### src/rtl/count_wrap_monitor.sv
// Observer for a 4-bit up/down counter. It emits carry and borrow pulses on wrap,
// keeps a modular count of net wraps, and flags stalls and illegal steps.
module count_wrap_monitor #(
    parameter int WRAP_W       = 8,
    parameter int STALL_CYCLES = 4
) (
    input  logic              clk,
    input  logic              reset,
    input  logic              up_down,
    input  logic [3:0]        count,
    output logic              carry_out,
    output logic              borrow_out,
    output logic [WRAP_W-1:0] wrap_count,
    output logic              stall,
    output logic              step_err
);

    localparam int SC_W = $clog2(STALL_CYCLES + 1);
    localparam logic [SC_W-1:0] SC_MAX = SC_W'(STALL_CYCLES);

    typedef enum logic {PRIME, TRACK} state_t;

    state_t            state_q;
    logic [3:0]        prev_count_q;
    logic              prev_dir_q;
    logic [SC_W-1:0]   stall_cnt_q, stall_cnt_d;
    logic [WRAP_W-1:0] wrap_q, wrap_d;
    logic              carry_q, borrow_q, stall_q, err_q;

    logic [3:0] delta;
    logic       is_hold, is_up, is_dn, is_carry, is_borrow, bad_step;

    assign delta     = count - prev_count_q;
    assign is_hold   = (delta == 4'd0);
    assign is_up     = (delta == 4'd1);
    assign is_dn     = (delta == 4'hF);
    // A wrap is decided by the value pair alone, so a direction mismatch still counts it.
    assign is_carry  = is_up && (prev_count_q == 4'hF);
    assign is_borrow = is_dn && (prev_count_q == 4'h0);
    assign bad_step  = !is_hold && ((is_up && !prev_dir_q) ||
                                    (is_dn &&  prev_dir_q) ||
                                    (!is_up && !is_dn));

    always_comb begin
        stall_cnt_d = (stall_cnt_q == SC_MAX) ? SC_MAX : stall_cnt_q + 1'b1;
        wrap_d      = wrap_q;
        if (is_carry)
            wrap_d = wrap_q + 1'b1;
        else if (is_borrow)
            wrap_d = wrap_q - 1'b1;
    end

    always_ff @(posedge clk) begin
        if (reset) begin
            state_q      <= PRIME;
            prev_count_q <= 4'd0;
            prev_dir_q   <= 1'b0;
            stall_cnt_q  <= '0;
            wrap_q       <= '0;
            carry_q      <= 1'b0;
            borrow_q     <= 1'b0;
            stall_q      <= 1'b0;
            err_q        <= 1'b0;
        end else begin
            prev_count_q <= count;
            prev_dir_q   <= up_down;
            carry_q      <= 1'b0;
            borrow_q     <= 1'b0;
            case (state_q)
                PRIME: state_q <= TRACK;
                TRACK: begin
                    carry_q  <= is_carry;
                    borrow_q <= is_borrow;
                    wrap_q   <= wrap_d;
                    if (bad_step)
                        err_q <= 1'b1;
                    if (is_hold) begin
                        stall_cnt_q <= stall_cnt_d;
                        stall_q     <= (stall_cnt_d == SC_MAX);
                    end else begin
                        stall_cnt_q <= '0;
                        stall_q     <= 1'b0;
                    end
                end
                default: state_q <= PRIME;
            endcase
        end
    end

    assign carry_out  = carry_q;
    assign borrow_out = borrow_q;
    assign wrap_count = wrap_q;
    assign stall      = stall_q;
    assign step_err   = err_q;

endmodule

### config.mk
export PLATFORM = sky130hd
export DESIGN_NAME = count_wrap_monitor
export DESIGN_NICKNAME = d
export VERILOG_FILES = /design/src/rtl/count_wrap_monitor.sv
export SDC_FILE = /design/constraint.sdc
export NUM_CORES = 1
export LEC_CHECK = 0
export CAP_MARGIN = 40
export CORE_ASPECT_RATIO = 0.8
export CORE_MARGIN = 2
export CORE_UTILIZATION = 30
export CTS_CLUSTER_DIAMETER = 80
export DETAILED_ROUTE_END_ITERATION = 10
export GPL_TIMING_DRIVEN = 0
export PLACE_DENSITY = 0.57
export SLEW_MARGIN = 20
export SYNTH_ARGS = -nofsm -noshare
export SYNTH_HDL_FRONTEND = slang
export SYNTH_SLANG_ARGS = --single-unit
### constraint.sdc
create_clock -name clk -period 4.5 [get_ports clk]
set_input_delay 0.45 -clock clk [delete_from_list [all_inputs] [get_ports clk]]
set_output_delay 0.45 -clock clk [all_outputs]
set_load 0.05 [all_outputs]
==> impl_results.md <==
- DR vias: 1,118
- ANT nets after route: 0
- NetSw: 107.6 uW
- # Post-CTS Setup Buffers: 0
- Detailed Place HPWL: ~2200 um
- Fin area: 0.001624 mm^2
- Die area: around 0.005 mm^2
- Most frequent cells in the layout: dfxtp_1 (21), clkdlybuf4s50_1 (18), inv_1 (13), nor2_1 (13), ha_1 (12)
- Worst Reg-to-Reg Cells: 12
- Slew @ Worst Pin: 0.5144 ns
- Layout Nets: around 190
- GPL Wtd Cong: 0.8765
- Critical hold path startpoint: step_err$_SDFFE_PP0P_
- Distinct cells, synth: 46
- RSZ-0062 raised after global routing: no
- Die Width: about 78 um
- CP delay by family, top: adder cells
- Worst Skew: approximately 0.0028 ns
- Setup tns final: 0 ns
- Largest fanout on the critical path: 10
- Row Count: 21
- Pwr Total: 393.3 uW
- TritonCTS clock tree: done
- Quantity of hold-fixing buffers added after cts: 0
- PD cells: 242.2 mW/mm^2
- Critical Path RT: 4.65 ns
- DP Cell Count: 224
- Post-layout instance count excluding filler cells: 228
- Initial antenna violation count: 0
- Number of clock buffers inserted by TritonCTS: 3
- Clock Power Share: 0.311
- Grt ovf: 0
- Port-buffer cells: 18
- DRT iter0 DRCs: 31
- Outcome: complete, no violations
- Core Box Area: 0.004230 mm^2
- Clock Path Buffers: 2
- Hold-critical path depth: 2
- Drt drc: 0
- Power Internal: 285.6 uW
- Synthesis-to-finish area growth: 22.34%
- Final worst-path setup slack: 0.6516 ns
- Asr flop ratio synth: 0
- Sw Share: 0.2737
- FF-to-FF End: wrap_count[7]$_SDFFE_PP0P_
- Antenna cell count: 0
- Clock period minus worst slack: 3.848 ns
- Kind of critical path: input port to flop
- Largest net degree at the start of global routing: 12
- Seq pwr share: 0.498
- Worst EP arrival: 4.00 ns
- Flip-flop and latch count after synthesis: 21
- IO Pins: 19
- Ys flop type: dfxtp_1
- DP Area: 0.001579 mm^2
- Worst Setup Start Kind: input port
- Max-Cap Viols: 0
- Combinational Power Share: 0.191
- Most common cell after layout, fill and taps aside: dfxtp_1
- Crit path cell chain: clkdlybuf4s50_1 > inv_1 > ha_1 > inv_1 > fa_1 > nor4_2 > o21ai_2 > ha_1 > a21oi_1 > nand4_1 > a21bo_2 > o32ai_1 > mux2_2
- Slowest cell delay on critical path: 0.49 ns
- Final setup viols: 0
- Chip height: around 64 um
- Peak supply drop: 0.0001522 V
- Worst hold path type: flop to flop
- Root buffer cell: clkbuf_8
- Clock-pin transition on the worst setup and hold timing paths: 0.07 ns
- Worst Hold End: step_err$_SDFFE_PP0P_
- Critical path buffers and inverters: 3
- Initial Util: 0.3138
- Worst skew pair latency: 0.26 ns
- Gate Count Post-Synth: about 150
- Post-place setup slack: 0.3702 ns
- # H-tree levels: 1
- Syn Area/Cell: about 9 um^2
- All-Layer GR Usage: 0.1212
- Syn nets: 170
- Reg-to-Reg Start: prev_count_q[0]$_SDFF_PP0_
- Clk sinks: 21
- Routed WL per cell: 12.36 um
- CP Capture Type: flop
- Share of layout cells above drive strength 1: 0.08187
- Vias in the first global route: 1,029
- Critical-path top delay cell: fa_1
- Slew margin rel.: 0.6571
- Tcrit/Tclk final: 0.8552
- Post-synth EDFFs: 0
- Register area share after synthesis: 0.3167
- Ys Warns: 0
- Post-DR vias/cell: just under 5
- First-pass GRT wire length: 4830 um
- Cell Area, Synth: between 0.001 and 0.0015 mm^2
- DRT Wirelength: 2819 um
- Reg2reg setup slack: 0.92 ns
- Layout fillers: 442
- PostCTS Resize Cnt: 0
- LEAKAGE: 0.6395 nW
- DRT Pass-1 Iters: 4
- Pins over their slew limit: 0
- Fmax: 259.9 MHz
- Count of final hold-check violations: 0
## cell usage after synthesis (all sizes together), types with 3 or more instances
cell type,count,share of area
clkbuf,3,0.0085
ha,12,0.11
dfxtp,21,0.32
o32ai,5,0.033
nand2,11,0.031
nand4,3,0.014
nor3,7,0.030
inv,13,0.037
nor2,13,0.037
a21oi,7,0.026
nor2b,8,0.038
xnor2,3,0.020
nand3,5,0.019
## power groups by stage
stage / registers [mW] / logic [mW] / clock network, mW
2_1_floorplan: 0.207 / 0.0460 / 0
3_3_place_gp: 0.200 / 0.0734 / 0
3_5_place_dp: 0.200 / 0.0748 / 0
4_1_cts: 0.196 / 0.0751 / 0.128
5_1_grt: 0.197 / 0.0832 / 0.136
6_report: 0.196 / 0.0753 / 0.122
## cell families (layout without fill, tap and decap cells)
group / after synthesis / after routing / share of synthesized area
flip-flops: 21 / 21 / 0.3167
AND/OR/NAND/NOR: 58 / 58 / 0.2375
multiplexers: 3 / 3 / 0.02356
XOR/XNOR: 6 / 6 / 0.05561
AO/OA/AOI/OAI: 29 / 29 / 0.1687
adder cells (fa/ha/maj): 14 / 14 / 0.1433
buffers and inverters: 18 / 40 / 0.05467
## worst max path at each step
stage | cells after the start | to | start | slack, ns
after floorplan | 13 | wrap_count[7]$_SDFFE_PP0P_ | count[0] | 1.19
after global placement | 13 | wrap_count[7]$_SDFFE_PP0P_ | count[0] | 0.38
after detailed placement | 13 | wrap_count[7]$_SDFFE_PP0P_ | count[0] | 0.37
after CTS | 13 | wrap_count[7]$_SDFFE_PP0P_ | count[0] | 0.65
after global routing | 14 | wrap_count[7]$_SDFFE_PP0P_ | count[0] | 0.39
final | 13 | wrap_count[7]$_SDFFE_PP0P_ | count[0] | 0.65
## per-stage QoR
step | util | hold WS (ns)
3_5_place_dp | 0.3733 | 0.4624
2_1_floorplan | - | 0.4803
5_1_grt | 0.3839 | 0.4999
4_1_cts | 0.3839 | 0.4736
3_3_place_gp | 0.3733 | 0.4538
6_report | 0.3839 | 0.4700
## registers in the layout, indices dropped and copies added, names as in the netlist
register / cells
wrap_count: 8
stall_cnt_q: 3
prev_dir_q: 1
stall: 1
prev_count_q: 4
step_err: 1
carry_out: 1
state_q: 1
borrow_out: 1
## cell type report
cell class	count	area (um^2)	share of cell area
buffer	5	23.77	0.01464
clock buffer	4	45.04	0.02773
inverter	13	48.80	0.03005
multi-input combinational	110	834.6	0.5139
sequential	21	420.4	0.2589
tap	57	71.32	0.04391
timing repair buffer	18	180.2	0.1109
## layer usage
layer / vias to the layer above / GRT usage / wire (um)
met5: - / 0 / 0
met4: 0 / 0.01754 / 20
met3: 4 / 0.03868 / 147
met2: 27 / 0.1670 / 1091
met1: 509 / 0.1857 / 1560
li1: 578 / - / -
## worst register-to-register path, delay by kind of cell, from the launching register on
| family | cells | cell delay, ns |
|---|---|---|
| adder cells (fa/ha/maj) | 3 | 0.97 |
| XOR/XNOR | 1 | 0.22 |
| multiplexers | 1 | 0.38 |
| AO/OA/AOI/OAI | 4 | 1.00 |
| AND/OR/NAND/NOR | 2 | 0.48 |
| flip-flops | 1 | 0.38 |
| buffers and inverters | 1 | 0.05 |
(Power assumes the default switching activity.)
